**src/rtl/writeback_sequencer_pkg.sv**
```systemverilog
// rtl/writeback_sequencer_pkg.sv - shared encodings and constants for the writeback sequencer
package writeback_sequencer_pkg;

    // Result source select carried with each retiring instruction
    typedef enum logic [1:0] {
        WB_ALU  = 2'b00,
        WB_MEM  = 2'b01,
        WB_PC1  = 2'b10,
        WB_IMM  = 2'b11
    } wb_sel_e;

    // Fixed bank locations of the two flag registers
    localparam int ZERO_FLAG_ADDR   = 0;
    localparam int BRANCH_FLAG_ADDR = 1;

    // Bit positions inside the pending-write mask; issue order is lowest first
    localparam int PEND_RD = 0;
    localparam int PEND_Z  = 1;
    localparam int PEND_BR = 2;

endpackage

```
**src/rtl/writeback_sequencer_if.sv**
```systemverilog
// rtl/writeback_sequencer_if.sv - retire handshake and register-bank write bus
interface writeback_sequencer_if #(
    parameter int DATA_WIDTH = 32,
    parameter int ADDR_WIDTH = 4
);
    logic                  in_valid;
    logic                  in_ready;
    logic [DATA_WIDTH-1:0] alu_result;
    logic [DATA_WIDTH-1:0] mem_data;
    logic [DATA_WIDTH-1:0] pc_plus1;
    logic [DATA_WIDTH-1:0] imm;
    logic [1:0]            wb_sel;
    logic [ADDR_WIDTH-1:0] rd_addr;
    logic                  rd_wr;
    logic                  z_upd;
    logic                  br_upd;
    logic                  br_taken;
    logic                  reg_wr;
    logic [ADDR_WIDTH-1:0] address_wr;
    logic [DATA_WIDTH-1:0] data_wr;
    logic [31:0]           retire_cnt;

    // Upstream pipeline / bench side
    modport master (
        output in_valid, alu_result, mem_data, pc_plus1, imm, wb_sel,
               rd_addr, rd_wr, z_upd, br_upd, br_taken,
        input  in_ready, reg_wr, address_wr, data_wr, retire_cnt
    );

    // Sequencer side
    modport slave (
        input  in_valid, alu_result, mem_data, pc_plus1, imm, wb_sel,
               rd_addr, rd_wr, z_upd, br_upd, br_taken,
        output in_ready, reg_wr, address_wr, data_wr, retire_cnt
    );
endinterface

```
**src/rtl/writeback_sequencer_result_mux.sv**
```systemverilog
// rtl/writeback_sequencer_result_mux.sv - result source select and ALU zero detect
module writeback_sequencer_result_mux
    import writeback_sequencer_pkg::*;
#(
    parameter int DATA_WIDTH = 32
) (
    input  logic [1:0]            wb_sel,
    input  logic [DATA_WIDTH-1:0] alu_result,
    input  logic [DATA_WIDTH-1:0] mem_data,
    input  logic [DATA_WIDTH-1:0] pc_plus1,
    input  logic [DATA_WIDTH-1:0] imm,
    output logic [DATA_WIDTH-1:0] sel_value,
    output logic                  alu_zero
);

    // 4:1 select of the value destined for rd
    always_comb begin
        sel_value = alu_result;
        case (wb_sel_e'(wb_sel))
            WB_ALU:  sel_value = alu_result;
            WB_MEM:  sel_value = mem_data;
            WB_PC1:  sel_value = pc_plus1;
            WB_IMM:  sel_value = imm;
            default: sel_value = alu_result;
        endcase
    end

    // Zero flag always reflects the ALU, whatever feeds rd
    assign alu_zero = (alu_result == '0);

endmodule

```
**src/rtl/writeback_sequencer.sv**
```systemverilog
// rtl/writeback_sequencer.sv - serialises rd/zero/branch writes into the single bank port
module writeback_sequencer
    import writeback_sequencer_pkg::*;
#(
    parameter int DATA_WIDTH       = 32,
    parameter int ADDR_WIDTH       = 4,
    parameter int ZERO_FLAG_ADDR   = writeback_sequencer_pkg::ZERO_FLAG_ADDR,
    parameter int BRANCH_FLAG_ADDR = writeback_sequencer_pkg::BRANCH_FLAG_ADDR
) (
    input logic                  clk,
    input logic                  rst,
    writeback_sequencer_if.slave bus
);

    logic [2:0]            pend;
    logic [2:0]            new_bits;
    logic [2:0]            cur;
    logic [2:0]            issue_bit;
    logic [2:0]            rest;
    logic [2:0]            next_pend;
    logic [DATA_WIDTH-1:0] sel_value;
    logic [DATA_WIDTH-1:0] held_value;
    logic [DATA_WIDTH-1:0] c_value;
    logic [DATA_WIDTH-1:0] iss_data;
    logic [ADDR_WIDTH-1:0] held_rd;
    logic [ADDR_WIDTH-1:0] c_rd;
    logic [ADDR_WIDTH-1:0] iss_addr;
    logic                  sel_zero;
    logic                  held_zero;
    logic                  held_br;
    logic                  c_zero;
    logic                  c_br;
    logic                  in_ready;
    logic                  accept;
    logic                  last_issue;
    logic [1:0]            retire_inc;
    logic                  reg_wr_q;
    logic [ADDR_WIDTH-1:0] address_wr_q;
    logic [DATA_WIDTH-1:0] data_wr_q;
    logic [31:0]           retire_cnt_q;

    writeback_sequencer_result_mux #(.DATA_WIDTH(DATA_WIDTH)) u_result_mux (
        .wb_sel     (bus.wb_sel),
        .alu_result (bus.alu_result),
        .mem_data   (bus.mem_data),
        .pc_plus1   (bus.pc_plus1),
        .imm        (bus.imm),
        .sel_value  (sel_value),
        .alu_zero   (sel_zero)
    );

    // Ready while at most one write remains, since that write drains this edge
    assign in_ready = !((pend[0] & pend[1]) | (pend[0] & pend[2]) | (pend[1] & pend[2]));
    assign accept   = bus.in_valid & in_ready;
    assign new_bits = {bus.br_upd, bus.z_upd, bus.rd_wr};

    // Pick the write to issue: held work first, else the lowest bit of a fresh accept
    always_comb begin
        cur       = '0;
        c_value   = held_value;
        c_rd      = held_rd;
        c_zero    = held_zero;
        c_br      = held_br;
        if (pend != '0) begin
            cur = pend;
        end else if (accept) begin
            cur     = new_bits;
            c_value = sel_value;
            c_rd    = bus.rd_addr;
            c_zero  = sel_zero;
            c_br    = bus.br_taken;
        end
        issue_bit  = cur & (~cur + 3'd1);
        rest       = cur & ~issue_bit;
        next_pend  = (pend != '0 && accept) ? new_bits : rest;
        last_issue = (issue_bit != '0) && (rest == '0);
        retire_inc = {1'b0, last_issue} + {1'b0, accept && (new_bits == '0)};
        iss_addr   = c_rd;
        iss_data   = c_value;
        if (issue_bit[PEND_Z]) begin
            iss_addr = ADDR_WIDTH'(ZERO_FLAG_ADDR);
            iss_data = {{(DATA_WIDTH-1){1'b0}}, c_zero};
        end else if (issue_bit[PEND_BR]) begin
            iss_addr = ADDR_WIDTH'(BRANCH_FLAG_ADDR);
            iss_data = {{(DATA_WIDTH-1){1'b0}}, c_br};
        end
    end

    // Pending mask, operand capture, registered bank write and retire count
    always_ff @(posedge clk or posedge rst) begin
        if (rst) begin
            pend         <= '0;
            held_value   <= '0;
            held_rd      <= '0;
            held_zero    <= 1'b0;
            held_br      <= 1'b0;
            reg_wr_q     <= 1'b0;
            address_wr_q <= '0;
            data_wr_q    <= '0;
            retire_cnt_q <= '0;
        end else begin
            pend <= next_pend;
            if (accept) begin
                held_value <= sel_value;
                held_rd    <= bus.rd_addr;
                held_zero  <= sel_zero;
                held_br    <= bus.br_taken;
            end
            if (issue_bit != '0) begin
                reg_wr_q     <= 1'b1;
                address_wr_q <= iss_addr;
                data_wr_q    <= iss_data;
            end else begin
                reg_wr_q     <= 1'b0;
            end
            retire_cnt_q <= retire_cnt_q + 32'(retire_inc);
        end
    end

    assign bus.in_ready   = in_ready;
    assign bus.reg_wr     = reg_wr_q;
    assign bus.address_wr = address_wr_q;
    assign bus.data_wr    = data_wr_q;
    assign bus.retire_cnt = retire_cnt_q;

endmodule

```
**src/flat_wrapper.sv**
```systemverilog
// flat-port wrapper written by rule: the top's interface ports become plain ports
module writeback_sequencer_flat import writeback_sequencer_pkg::*;
#(
    parameter int DATA_WIDTH       = 32,
    parameter int ADDR_WIDTH       = 4,
    parameter int ZERO_FLAG_ADDR   = writeback_sequencer_pkg::ZERO_FLAG_ADDR,
    parameter int BRANCH_FLAG_ADDR = writeback_sequencer_pkg::BRANCH_FLAG_ADDR
)
  (clk, rst, bus_in_valid, bus_alu_result, bus_mem_data, bus_pc_plus1, bus_imm, bus_wb_sel, bus_rd_addr, bus_rd_wr, bus_z_upd, bus_br_upd, bus_br_taken, bus_in_ready, bus_reg_wr, bus_address_wr, bus_data_wr, bus_retire_cnt);
  writeback_sequencer_if #(.DATA_WIDTH(DATA_WIDTH), .ADDR_WIDTH(ADDR_WIDTH)) bus_i ();
  input logic clk;
  input logic rst;
  input wire logic [$bits(bus_i.in_valid)-1:0] bus_in_valid;
  input wire logic [$bits(bus_i.alu_result)-1:0] bus_alu_result;
  input wire logic [$bits(bus_i.mem_data)-1:0] bus_mem_data;
  input wire logic [$bits(bus_i.pc_plus1)-1:0] bus_pc_plus1;
  input wire logic [$bits(bus_i.imm)-1:0] bus_imm;
  input wire logic [$bits(bus_i.wb_sel)-1:0] bus_wb_sel;
  input wire logic [$bits(bus_i.rd_addr)-1:0] bus_rd_addr;
  input wire logic [$bits(bus_i.rd_wr)-1:0] bus_rd_wr;
  input wire logic [$bits(bus_i.z_upd)-1:0] bus_z_upd;
  input wire logic [$bits(bus_i.br_upd)-1:0] bus_br_upd;
  input wire logic [$bits(bus_i.br_taken)-1:0] bus_br_taken;
  output wire logic [$bits(bus_i.in_ready)-1:0] bus_in_ready;
  output wire logic [$bits(bus_i.reg_wr)-1:0] bus_reg_wr;
  output wire logic [$bits(bus_i.address_wr)-1:0] bus_address_wr;
  output wire logic [$bits(bus_i.data_wr)-1:0] bus_data_wr;
  output wire logic [$bits(bus_i.retire_cnt)-1:0] bus_retire_cnt;
  assign bus_i.in_valid = bus_in_valid;
  assign bus_i.alu_result = bus_alu_result;
  assign bus_i.mem_data = bus_mem_data;
  assign bus_i.pc_plus1 = bus_pc_plus1;
  assign bus_i.imm = bus_imm;
  assign bus_i.wb_sel = bus_wb_sel;
  assign bus_i.rd_addr = bus_rd_addr;
  assign bus_i.rd_wr = bus_rd_wr;
  assign bus_i.z_upd = bus_z_upd;
  assign bus_i.br_upd = bus_br_upd;
  assign bus_i.br_taken = bus_br_taken;
  assign bus_in_ready = bus_i.in_ready;
  assign bus_reg_wr = bus_i.reg_wr;
  assign bus_address_wr = bus_i.address_wr;
  assign bus_data_wr = bus_i.data_wr;
  assign bus_retire_cnt = bus_i.retire_cnt;
  writeback_sequencer #(.DATA_WIDTH(DATA_WIDTH), .ADDR_WIDTH(ADDR_WIDTH), .ZERO_FLAG_ADDR(ZERO_FLAG_ADDR), .BRANCH_FLAG_ADDR(BRANCH_FLAG_ADDR)) u_core (.clk(clk), .rst(rst), .bus(bus_i));
endmodule
```
**config.mk**
```make
export PLATFORM = sky130hd
export DESIGN_NAME = writeback_sequencer_flat
export DESIGN_NICKNAME = d
export VERILOG_FILES = /design/src/rtl/writeback_sequencer_pkg.sv /design/src/rtl/writeback_sequencer_if.sv /design/src/rtl/writeback_sequencer_result_mux.sv /design/src/rtl/writeback_sequencer.sv /design/src/flat_wrapper.sv
export SDC_FILE = /design/constraint.sdc
export NUM_CORES = 1
export LEC_CHECK = 0
export BUFFER_PORTS_ARGS = -buffer_cell sky130_fd_sc_hd__buf_2
export CORE_ASPECT_RATIO = 0.8
export CORE_UTILIZATION = 30
export CTS_BUF_LIST = sky130_fd_sc_hd__clkbuf_8
export DETAILED_ROUTE_END_ITERATION = 6
export GPL_ROUTABILITY_DRIVEN = 0
export PLACE_DENSITY_LB_ADDON = 0.1
export SLEW_MARGIN = 40
export SYNTH_ARGS = -nofsm -noshare
export SYNTH_HDL_FRONTEND = slang
export SYNTH_HIERARCHICAL = 1
export SYNTH_SLANG_ARGS = --single-unit
```
**constraint.sdc**
```tcl
create_clock -name clk -period 4.1 [get_ports clk]
set_input_delay 0.615 -clock clk [delete_from_list [all_inputs] [get_ports clk]]
set_output_delay 0.615 -clock clk [all_outputs]
set_load 0.02 [all_outputs]
```
==> impl_metrics.py <==
metrics = {
    "detailed_routing": {
        "first_pass_iters": 4,
        "vias": 4348,
        "routed_wl_um": 15800,
        "drtIter0Drc": 162,
        "post_drt_wl_per_cell_um": 17.3,
        "drc": 0,
        "ant_nets": 0,
        "vias_per_cell": 4.76,
    },
    "floorplanning": {
        "io_pins": 211,
        "start_util_pct": 31.1,
        "die-height_um": 126,
        "rows": 44,
        "core_area_um2": 18400,
        "fp.dieW_um": 156,
        "die_area_um2": 19600,
    },
    "synthesis": {
        "synthAdderAreaFrac_pct": 0.569,
        "ys_ff_latch": 110,
        "ys_seq_area_share_pct": 48.1,
        "synth-async-reset-ratio_pct": 100,
        "synth-edff-count": 0,
        "yosysWarnings": 6,
        "yosysMostFrequentCell": "dfrtp_1",
        "synthTopCellsByArea": "dfrtp_1 48%, mux4_2 12%, mux2_2 7.3%",
        "synth.avg_cell_area_um2": 12.7,
        "synth_compound_area_share_pct": 5.62,
        "synth_top_area_share_pct": 48.1,
        "syn_nets": 593,
        "synth_top_family_by_area": "multiplexers",
        "synthTopCellsByCount": "110 x dfrtp_1, 47 x nand2_1, 37 x mux2_2, 37 x o21ai_0, 35 x mux2i_1",
        "muxShareOfSynthArea_pct": 26.1,
        "synthXorXnorAreaFrac_pct": 5.05,
        "synthCells": 450,
        "synth_area_um2": 5720,
        "synth-main-ff-cell": "dfrtp_1",
        "yosys.area.top_type": "dfrtp_1",
        "netlist-cell-type-count": 47,
        "synthSimpleGateAreaFrac_pct": 10.5,
    },
    "clock_tree": {
        "clock-sinks": 110,
        "h-tree-depth": 3,
        "clk_pin_slew_ns": 0.10,
        "root_buffer": "clkbuf_8",
        "post-cts-setup-buffers": 0,
        "clock_path_buffers": 2,
        "cts_tree": "yes",
        "clk_latency_ns": 0.37,
        "cts_hold_buf": 0,
        "cts_made_buffers": 9,
        "cts_resized": 0,
    },
    "sta": {
        "timing.setup.tns_ns": 0,
        "fin_skew_ns": 0.0148,
        "relSlewSlack_pct": 53.2,
        "slew_violations": 0,
        "post-route-min-period_ns": 3.36,
        "period_share_pct": 81.9,
        "rsz0062_at_grt": "false",
        "finalHoldViolCount": 0,
        "setup-violations-final": 0,
        "worst_slew_pin_slew_ns": 0.695,
        "timing.fmax_ghz": 0.298,
    },
    "place": {
        "hpwl_um": 11900,
        "dpl.cell_count": 897,
        "io_buffers": 210,
    },
    "power_and_ir_drop": {
        "switching_share_pct": 32.8,
        "p_int_w": 0.00178,
        "pwr-share-seq_pct": 50.6,
        "switchingPower_w": 0.000866,
        "pwr-share-comb_pct": 27.0,
        "vdd.ir_drop.worst_v": 0.000157,
        "power.leakage_nw": 3.47,
        "power_density_nw_per_um2": 368,
        "power.clock.fraction_pct": 22.4,
        "power_w": 0.00264,
    },
    "grt": {
        "grt_pass1_vias": 4614,
        "track_usage_pct": 17.0,
        "grt_overflow_total": 0,
        "grt_max_degree": 68,
        "grt_pass1_wl_um": 25300,
        "antenna_found_initial": 2,
    },
    "critical_path": {
        "cp-start-kind": "flip-flop",
        "crit_type": "flip-flop to flip-flop",
        "rr_startpoint": "u_core/pend[0]",
        "rr_endpoint": "u_core/bus.retire_cnt[28]",
        "worstPathArrival_ns": 3.65,
        "end_kind": "flip-flop",
        "critPathLaunch": "u_core/pend[0]",
        "critPathMaxFanout": 11,
        "r2r_cells": 11,
        "crit_end": "u_core/bus.retire_cnt[28]",
        "reg2reg_setup_slack_ns": 0.74,
        "worst_ep_required_time_ns": 4.39,
    },
    "job": {
        "max-cap-violations": 0,
    },
    "layout": {
        "fin_nets": 798,
        "drive_above_1_share_pct": 48.1,
        "fill_cells": 1826,
        "multi_input_area_um2": 2760,
        "finalNonFillerCells": 913,
        "syn_to_final_growth_pct": 25.6,
        "seq_area_um2": 2750,
    },
    "hold_path": {
        "min_path_type": "input port to async pin",
    },
    "outcome": {
        "status": "complete, no violations",
    },
}
cell usage in the layout, fill, tap and decap left out, types with 2 or more instances in the layout:
cell | Yosys | routed
a21oi_1 | 7 | 7
a31oi_1 | 4 | 4
and2_1 | 2 | 2
and4_1 | 2 | 2
buf_2 | 9 | 210
buf_4 | 6 | 9
clkbuf_8 | 0 | 10
clkinv_2 | 0 | 3
dfrtp_1 | 110 | 110
inv_1 | 9 | 9
mux2_2 | 37 | 37
mux2i_1 | 35 | 35
mux4_1 | 2 | 2
mux4_2 | 30 | 30
nand2_1 | 47 | 46
nand3_1 | 11 | 11
nand4_1 | 5 | 5
nand4_4 | 2 | 2
nor2_1 | 15 | 15
nor2b_1 | 3 | 2
nor3_2 | 3 | 2
nor4_1 | 9 | 9
nor4_4 | 2 | 2
o21ai_0 | 37 | 37
o21ai_1 | 2 | 2
or2_2 | 2 | 2
xnor2_1 | 23 | 23
xor2_1 | 10 | 10
logic make-up (layout without fill, tap and decap cells):
logic type / count (synthesis) / in the layout
compound gates: 58 / 58
xor+xnor: 33 / 33
fa+ha+maj: 2 / 2
buf+inv: 35 / 244
flops: 110 / 110
mux: 104 / 104
other cells: 0 / 1
simple gates: 108 / 108
power groups by stage:
| stage | Clock (W) | Sequential, W | Combinational (W) |
|---|---|---|---|
| 2_1_floorplan | 0 | 0.00146 | 0.000342 |
| 3_3_place_gp | 0 | 0.00136 | 0.000702 |
| 3_5_place_dp | 0 | 0.00136 | 0.000728 |
| 4_1_cts | 0.000627 | 0.00134 | 0.000731 |
| 5_1_grt | 0.000676 | 0.00136 | 0.000786 |
| 6_report | 0.000591 | 0.00134 | 0.000714 |
through the flow:
step	setup WS, ns	hold slack, ns	area (µm²)	util (%)
4_1_cts	0.691	0.335	7180	39.1
6_report	0.744	0.311	7180	39.1
3_3_place_gp	0.841	0.455	6990	38.0
5_1_grt	0.342	0.348	7180	39.1
2_1_floorplan	0.583	0.450	5720	-
3_5_place_dp	0.700	0.462	7020	38.2
per-layer routing:
metal	track usage, %	wire [µm]
met1	22.6	7230
met2	27.9	7500
met3	4.44	930
met4	3.63	127
met5	0	10
cell type report:
class,instances,share of cell area (%)
timing repair buffer,220,16.0
clock inverter,5,0.383
multi-input combinational,305,38.5
sequential,110,38.3
inverter,9,0.540
tap,253,4.41
clock buffer,10,1.92
antenna,1,0.0348
flip-flops by register name, summed over array words and instances (netlist names):
name and cells:
u_core/held_value 32, u_core/bus.retire_cnt 32, u_core/held_zero 1, u_core/bus.data_wr 32
u_core/bus.address_wr 4, u_core/pend 3, u_core/held_br 1, u_core/bus.reg_wr 1
u_core/held_rd 4
critical path, cell delays in order (launching register included):
cell and delay (ns):
dfrtp_1 0.64, nor2_1 0.16, a31oi_1 0.45, xnor2_1 0.15, a21oi_1 0.20, fa_1 0.30
ha_1 0.21, nand3_1 0.21, nor4_4 0.46, nand4_4 0.20, nor3_2 0.16, xor2_1 0.16
worst min path at each step:
| stage | to | slack (ns) | cells past startpoint | from |
|---|---|---|---|---|
| global route | u_core/bus.retire_cnt[17] | 0.35 | 2 | rst |
| CTS | u_core/bus.retire_cnt[12] | 0.33 | 2 | rst |
| finish | u_core/bus.retire_cnt[17] | 0.31 | 2 | rst |
| floorplan | u_core/held_zero | 0.45 | 2 | u_core/held_zero |
| detailed placement | u_core/bus.retire_cnt[31] | 0.46 | 1 | u_core/bus.retire_cnt[31] |
| global placement | u_core/bus.retire_cnt[31] | 0.45 | 1 | u_core/bus.retire_cnt[31] |
Note: power is estimated with default switching activity, not from simulation.
